==> src/rtl/multicycle_ctrl.sv <==
// Multicycle CPU main control FSM.
// Walks each instruction through IF/ID/EX/MEM/WB, issues the per-phase
// strobes, stalls on mem_ready, squashes writeback on signed overflow and
// counts retired instructions.
//
// state | meaning
// ------+-----------------------------------------------------------
// IF    | fetch: mem_rd, load IR/PC (+4) when memory is ready
// ID    | decode: latch op/funct, jump retires here, illegal pulses
// EX    | execute: ALU controls, beq resolves, overflow captured
// MEM   | lw/sw data access, held until mem_ready
// WB    | register-file write (suppressed on captured overflow)
module multicycle_ctrl #(
   parameter int CNT_W = 32
) (
   input  logic             clk,
   input  logic             rst,
   input  logic [5:0]       op,
   input  logic [5:0]       funct,
   input  logic             zero,
   input  logic             overflow,
   input  logic             mem_ready,
   output logic [2:0]       state,
   output logic             pc_wr,
   output logic [1:0]       pc_src,
   output logic             ir_wr,
   output logic             mem_rd,
   output logic             mem_wr,
   output logic             reg_wr,
   output logic             reg_dst,
   output logic             mem_to_reg,
   output logic             alu_src,
   output logic [2:0]       alu_op,
   output logic             illegal,
   output logic [CNT_W-1:0] retired
);

   typedef enum logic [2:0] {
      S_IF  = 3'd0,
      S_ID  = 3'd1,
      S_EX  = 3'd2,
      S_MEM = 3'd3,
      S_WB  = 3'd4
   } state_t;

   localparam logic [5:0] OP_RTYPE = 6'b000000;
   localparam logic [5:0] OP_LW    = 6'b100011;
   localparam logic [5:0] OP_SW    = 6'b101011;
   localparam logic [5:0] OP_BEQ   = 6'b000100;
   localparam logic [5:0] OP_ADDI  = 6'b001000;
   localparam logic [5:0] OP_ORI   = 6'b001101;
   localparam logic [5:0] OP_J     = 6'b000010;

   localparam logic [5:0] F_ADD = 6'b100000;
   localparam logic [5:0] F_SUB = 6'b100010;
   localparam logic [5:0] F_AND = 6'b100100;
   localparam logic [5:0] F_OR  = 6'b100101;
   localparam logic [5:0] F_SLT = 6'b101010;

   localparam logic [2:0] ALU_ADD = 3'd0;
   localparam logic [2:0] ALU_SUB = 3'd1;
   localparam logic [2:0] ALU_AND = 3'd2;
   localparam logic [2:0] ALU_OR  = 3'd3;
   localparam logic [2:0] ALU_SLT = 3'd4;

   state_t           r_state;
   state_t           w_next;
   logic [5:0]       r_op;
   logic [5:0]       r_funct;
   logic             r_ovf;
   logic [CNT_W-1:0] r_retired;
   logic             w_retire;

   function automatic logic f_legal(input logic [5:0] f_op, input logic [5:0] f_fn);
      logic ok;
      ok = 1'b0;
      case (f_op)
         OP_RTYPE: ok = (f_fn == F_ADD) || (f_fn == F_SUB) || (f_fn == F_AND) ||
                        (f_fn == F_OR)  || (f_fn == F_SLT);
         OP_LW, OP_SW, OP_BEQ, OP_ADDI, OP_ORI, OP_J: ok = 1'b1;
         default: ok = 1'b0;
      endcase
      return ok;
   endfunction

   function automatic logic [2:0] f_rtype_alu(input logic [5:0] f_fn);
      logic [2:0] a;
      case (f_fn)
         F_SUB:   a = ALU_SUB;
         F_AND:   a = ALU_AND;
         F_OR:    a = ALU_OR;
         F_SLT:   a = ALU_SLT;
         default: a = ALU_ADD;
      endcase
      return a;
   endfunction

   // ID decides from the freshly loaded IR; EX onward uses the latched copy.
   logic w_id_j;
   logic w_id_legal;
   logic w_is_r;
   logic w_is_lw;
   logic w_is_sw;
   logic w_is_beq;
   logic w_is_addi;
   logic w_is_ori;
   logic w_ovf_sig;

   assign w_id_j     = (op == OP_J);
   assign w_id_legal = f_legal(op, funct);
   assign w_is_r     = (r_op == OP_RTYPE);
   assign w_is_lw    = (r_op == OP_LW);
   assign w_is_sw    = (r_op == OP_SW);
   assign w_is_beq   = (r_op == OP_BEQ);
   assign w_is_addi  = (r_op == OP_ADDI);
   assign w_is_ori   = (r_op == OP_ORI);
   // Only signed add/sub style ops may squash writeback on overflow.
   assign w_ovf_sig  = w_is_addi || (w_is_r && ((r_funct == F_ADD) || (r_funct == F_SUB)));

   // State register, decode latch, overflow capture and retire counter.
   always_ff @(posedge clk) begin
      if (rst) begin
         r_state   <= S_IF;
         r_op      <= '0;
         r_funct   <= '0;
         r_ovf     <= 1'b0;
         r_retired <= '0;
      end else begin
         r_state <= w_next;
         if (r_state == S_ID) begin
            r_op    <= op;
            r_funct <= funct;
         end
         if (r_state == S_EX) begin
            r_ovf <= overflow & w_ovf_sig;
         end
         if (w_retire) begin
            r_retired <= r_retired + 1'b1;
         end
      end
   end

   // Next-state and strobe decode; every strobe is forced low during reset.
   always_comb begin
      w_next     = r_state;
      w_retire   = 1'b0;
      pc_wr      = 1'b0;
      pc_src     = 2'd0;
      ir_wr      = 1'b0;
      mem_rd     = 1'b0;
      mem_wr     = 1'b0;
      reg_wr     = 1'b0;
      reg_dst    = 1'b0;
      mem_to_reg = 1'b0;
      alu_src    = 1'b0;
      alu_op     = ALU_ADD;
      illegal    = 1'b0;
      case (r_state)
         S_IF: begin
            mem_rd = 1'b1;
            if (mem_ready) begin
               ir_wr  = 1'b1;
               pc_wr  = 1'b1;
               w_next = S_ID;
            end
         end
         S_ID: begin
            if (!w_id_legal) begin
               illegal = 1'b1;
               w_next  = S_IF;
            end else if (w_id_j) begin
               pc_wr    = 1'b1;
               pc_src   = 2'd2;
               w_next   = S_IF;
               w_retire = 1'b1;
            end else begin
               w_next = S_EX;
            end
         end
         S_EX: begin
            alu_src    = w_is_lw || w_is_sw || w_is_addi || w_is_ori;
            reg_dst    = w_is_r;
            mem_to_reg = w_is_lw;
            if (w_is_r) begin
               alu_op = f_rtype_alu(r_funct);
            end else if (w_is_beq) begin
               alu_op = ALU_SUB;
            end else if (w_is_ori) begin
               alu_op = ALU_OR;
            end
            if (w_is_beq) begin
               pc_wr    = zero;
               pc_src   = 2'd1;
               w_next   = S_IF;
               w_retire = 1'b1;
            end else if (w_is_lw || w_is_sw) begin
               w_next = S_MEM;
            end else begin
               w_next = S_WB;
            end
         end
         S_MEM: begin
            if (w_is_lw) begin
               mem_rd = 1'b1;
               if (mem_ready) begin
                  w_next = S_WB;
               end
            end else begin
               mem_wr = 1'b1;
               if (mem_ready) begin
                  w_next   = S_IF;
                  w_retire = 1'b1;
               end
            end
         end
         S_WB: begin
            reg_wr     = !r_ovf;
            reg_dst    = w_is_r;
            mem_to_reg = w_is_lw;
            w_next     = S_IF;
            w_retire   = 1'b1;
         end
         default: begin
            w_next = S_IF;
         end
      endcase
      if (rst) begin
         w_retire   = 1'b0;
         pc_wr      = 1'b0;
         pc_src     = 2'd0;
         ir_wr      = 1'b0;
         mem_rd     = 1'b0;
         mem_wr     = 1'b0;
         reg_wr     = 1'b0;
         reg_dst    = 1'b0;
         mem_to_reg = 1'b0;
         alu_src    = 1'b0;
         alu_op     = ALU_ADD;
         illegal    = 1'b0;
      end
   end

   assign state   = r_state;
   assign retired = r_retired;

endmodule

==> config.mk <==
export PLATFORM = sky130hd
export DESIGN_NAME = multicycle_ctrl
export DESIGN_NICKNAME = d
export VERILOG_FILES = /design/src/rtl/multicycle_ctrl.sv
export SDC_FILE = /design/constraint.sdc
export NUM_CORES = 1
export LEC_CHECK = 0
export BUFFER_PORTS_ARGS = -buffer_cell sky130_fd_sc_hd__buf_4
export CORE_UTILIZATION = 40
export DETAILED_ROUTE_END_ITERATION = 8
export GPL_TIMING_DRIVEN = 0
export PLACE_DENSITY = 0.69
export RECOVER_POWER = 25
export SYNTH_ARGS = -nofsm -noshare
export SYNTH_HDL_FRONTEND = slang
export SYNTH_SLANG_ARGS = --single-unit
==> constraint.sdc <==
create_clock -name clk -period 3.1 [get_ports clk]
set_input_delay 0.465 -clock clk [delete_from_list [all_inputs] [get_ports clk]]
set_output_delay 0.465 -clock clk [all_outputs]
set_load 0.01 [all_outputs]
# Yosys cells after proc, flatten, opt, wreduce, memory -nomap -nowiden
# Index checks and enable logic that the tools add are counted.
[word_totals]
reg_bits = 48
wordCells = 101
input_bits = 17
[classes]
bitwise_logic = 1
n_eq_ne = 27
addsub = 1
n_reduce_logical = 17
n_mux = 50
[op_table]
columns = ["operator", "count"]
rows = [
  ["== test 6 bit (second input constant)", 14],
  ["adder 32 x 1 -> 32 bit (second input constant)", 1],
  ["2-to-1 mux 1 bit", 27],
  ["2-to-1 mux 3 bit", 9],
  ["== test 6 x 4 -> 1 bit (second input constant)", 4],
  ["case mux 3 bit (4 select lines)", 2],
  ["2-to-1 mux 2 bit", 7],
  ["== test 6 x 3 -> 1 bit (second input constant)", 2],
  ["zero test 6 bit", 2],
  ["logical OR 1 bit", 9],
  ["== test 3 x 2 -> 1 bit (second input constant)", 2],
  ["== test 6 x 2 -> 1 bit (second input constant)", 1],
  ["OR reduction 6 bit", 1],
  ["inequality test 2 bit (second input constant)", 2],
  ["case mux 1 bit (2 select lines)", 2],
  ["case mux 1 bit (4 select lines)", 1],
  ["case mux 2 bit (2 select lines)", 1],
  ["== test 3 x 1 -> 1 bit (second input constant)", 1],
  ["== test 3 bit (second input constant)", 1],
  ["zero test 3 bit", 1],
  ["case mux 1 bit (3 select lines)", 1],
  ["AND reduction 2 bit", 1],
  ["OR reduction 2 bit", 1],
  ["AND 1 bit", 1],
  ["2 further kinds", 2],
]

# Longest topological paths before layout
[logic_depth]
depth_word = 9
ltp_mapped = 9
ltp_nobuf = 6

# Worst setup path before layout
# Ideal clock, no wire load.
[synth_path]
path_type = "reg-to-output"
from = "reg r_state[1], in the netlist state[1]"
to = "out alu_op[2]"
path_slack_ps = 686
n_path_buf = 1
t_arrival_ps = 1949
path_stages_with_launch = 6
t_required_ps = 2635
path_cell_list = "dfxtp_1 -> clkbuf_1 -> nand2b_1 -> or3_1 -> or4_1 -> nor3_1"
[synth_between]
elab_chain_cells = 3
[synth_rtl]
columns = ["item", "line_no", "source"]
rows = [
  ["start, declared", "66", "state_t r_state;"],
  ["start signal, assigned", "129", "r_state <= w_next;"],
  ["== test 3 x 2 -> 1 bit", "158", "case (r_state)"],
  ["2-to-1 mux 3 bit", "158", ""],
  ["2-to-1 mux 3 bit", "227", "if (rst) begin"],
  ["end, declared", "33", "output logic [2:0] alu_op,"],
]
# Every way passes these cells.

# Final worst setup path
# Same ends and word-level chain as after synthesis.

==> results.tsv <==
stage	metric	value	unit
run_status	status	finished, final reports clean	
worst_hold_path	hold_path.class	input port to flop	
drt	firstDrtPassIters	4	
synthesis	synth_warnings	0	
layout	drive_above_1_share	0.158	
synthesis	ys_ff_latch	48	
power_and_ir_drop	power.density	349	nW/um^2
worst_setup_path	regToRegStartpoint	r_op[2]$_SDFFE_PP0P_	
floorplanning	fp.dieArea	6990	um^2
clock_network	clk_pin_slew	0.08	ns
layout	final_common_cell	dfxtp_1	
clock_network	cts_hold_buf	0	
synthesis	async_reset_ff_frac	0	
worst_setup_path	crit_slowest_cell	dfxtp_1	
placement	place_hpwl	5590	um
synthesis	avgSynthCellArea	7.70	um^2
timing	hold_violations	0	
placement	io_buffer_count	65	
timing	worstMarginPinSlew	1.08	ns
grt	grt_pass1_vias	2642	
job	max_cap_violations	0	
placement	gp_congestion	0.805	
layout	fill_cells	663	
clock_network	clock_latency	0.31	ns
synthesis	netlist_top_cells_area	dfxtp_1 36%, a21oi_1 8.5%, nand2_1 5.5%, o31ai_1 4.5%, or4_1 4.5%	
grt	grtUsageMet2	0.370	
clock_network	clock-sinks	48	
timing	period_share	0.933	
worst_setup_path	reg2reg_slack	0.42	ns
power_and_ir_drop	ir_drop	0.173	mV
clock_network	cts_root_buf	clkbuf_8	
grt	grt_pass1_wl	12600	um
floorplanning	chipHeight	83.6	um
drt	vias	2905	
grt	grt_max_degree	14	
power_and_ir_drop	leakagePower	1.06	nW
layout	fin_nets	436	
synthesis	synth_top_cell_area_share	0.361	
worst_setup_path	cp.required	2.63	ns
clock_network	cts_tree	done	
worst_setup_path	arrival	2.43	ns
synthesis	ys_seq_area_frac	0.361	
timing	rsz0062_at_grt	no	
synthesis	syn-cell-area	2660	um^2
timing	finClkSkew	0.00976	ns
timing	maxSlewViolCount	0	
worst_setup_path	worstSetupPathType	flop to output port	
grt	antenna_found_initial	0	
clock_network	numCtsBuffers	5	
synthesis	postSynthCellCount	346	
drt	wl	7740	um
clock_network	cts_setup_buffers	0	
worst_setup_path	crit_fanout	10	
worst_hold_path	min-delay-start	funct[4]	
grt	grt.met3_usage	0.0475	
timing	min_period	2.89	ns
grt	grt_use_total	0.220	
drt	via_per_inst	5.86	
placement	post-place-ws	0.434	ns
floorplanning	start_util	0.417	
grt	busiest_layer	met2	
timing	finalSetupViolCount	0	
synthesis	synthFlopType	dfxtp_1	
floorplanning	design.core.area	6390	um^2
floorplanning	row_count	29	
worst_setup_path	slowest_delay	0.48	ns
timing	fmax	0.346	GHz
floorplanning	ios	66	
synthesis	synth_fp_nets	364	
synthesis	synth_top_area_cell	dfxtp_1	
grt	grt_overflow	0	
timing	maxSlewHeadroom	0.280	
drt	drc_errors	0	
layout	area_delta_synth_final	22.0	%
drt	ant_nets	0	
worst_setup_path	worstSetupStartpointType	flop	
grt	use_met1	0.275	
clock_network	cts.htree.levels	2	
layout	antenna_cells	0	
worst_setup_path	end_kind	output port	
synthesis	synth_edf_count	0	
layout	layout_common_cells	48 x dfxtp_1, 45 x clkbuf_1, 45 x a21oi_1	
drt	drtIter0Drc	157	
worst_setup_path	path_cells	clkbuf_2, nand2b_1, or3_1, or4_1, nor3_1, buf_4	
synthesis	synth_cell_types	47	
timing	worst_slack	0.208	ns
floorplanning	die_width	83.6	um
clock_network	cts_resized	0	
clock_network	clockBufferDepth	2	
drt	routedWlPerCell	15.6	um
worst_setup_path	startpoint	state[1]$_SDFFE_PP0P_	
timing	setup_tns	0	ns
cell families after synthesis:
kind of cell	Yosys count	share of synthesized area
adders and majority gates	1	0.00470
buffers and inverters	31	0.0456
AOI/OAI and AO/OA	87	0.197
muxes	5	0.0202
xor gates and xnor gates	4	0.0132
DFF	48	0.361
and+or+nand+nor	170	0.358
metal layers:
layer | part of all wire | up-vias
met4 | 0.016 | 0
met2 | 0.48 | 97
met1 | 0.45 | 1367
met3 | 0.058 | 13
li1 | - | 1428
met5 | 0 | -
state kept, by name (all words and copies together) (netlist names):
| signal | cells |
|---|---|
| r_ovf | 1 |
| retired | 32 |
| r_op | 6 |
| r_funct | 6 |
| state | 3 |
power by group:
| part | internal [mW] | switching [mW] |
|---|---|---|
| clock | 0.183 | 0.213 |
| combinational | 0.0432 | 0.0631 |
| sequential | 0.624 | 0.00844 |
| total | 0.850 | 0.285 |
synth_stat cells (2+ instances only):
library cell and count:
o21ai_0 12, nor2_1 21, mux2i_1 2, or3b_2 3, nand3_1 21, a21oi_1 45, mux2_2 3, a211oi_1 2
and4_1 2, buf_2 4, or2_2 2, nor2b_1 8, xnor2_1 3, nor3_1 11, nor4_1 5, inv_1 6
nand4_1 5, or3_1 12, nand4b_1 3, a311oi_1 2, or4_1 16, nand2_1 39, clkbuf_1 20, o31ai_1 16
and3_1 5, nor4b_1 3, o21ba_2 2, o31a_1 2, dfxtp_1 48, nor3b_1 5, nand2b_1 2
area by class of cell:
cell class                 count  area (um^2)  area share
inverter                       6         22.5     0.00693
multi-input combinational    267         1580       0.487
clock buffer                   8         90.1      0.0277
tap                           77         96.3      0.0297
timing repair buffer          65          398       0.122
sequential                    48          961       0.296
buffer                        25          100      0.0308
worst max-delay path: cells and delay by family, from the launching register on:
kind | cells | cell delay (ns)
flip-flops | 1 | 0.48
buffers and inverters | 2 | 0.43
AND/OR/NAND/NOR | 4 | 1.20
stage by stage:
stage	area [um^2]	util	hold slack (ns)	power [mW]	std cells
2_1_floorplan	2660	-	0.444	0.705	346
5_1_grt	3250	0.509	0.414	1.17	496
6_report	3250	0.509	0.412	1.13	496
4_1_cts	3340	0.523	0.405	1.14	496
3_5_place_dp	3250	0.508	0.459	0.753	488
3_3_place_gp	3250	0.508	0.454	0.750	488
path summary, 6_finish.rpt:
| path | to | cells after the start |
|---|---|---|
| max | alu_op[2] | 6 |
| min | r_funct[4]$_SDFFE_PP0P_ | 3 |
| max reg2reg | retired[23]$_SDFFE_PP0P_ | 9 |
| min reg2reg | r_funct[5]$_SDFFE_PP0P_ | 2 |
(Power assumes the default switching activity.)
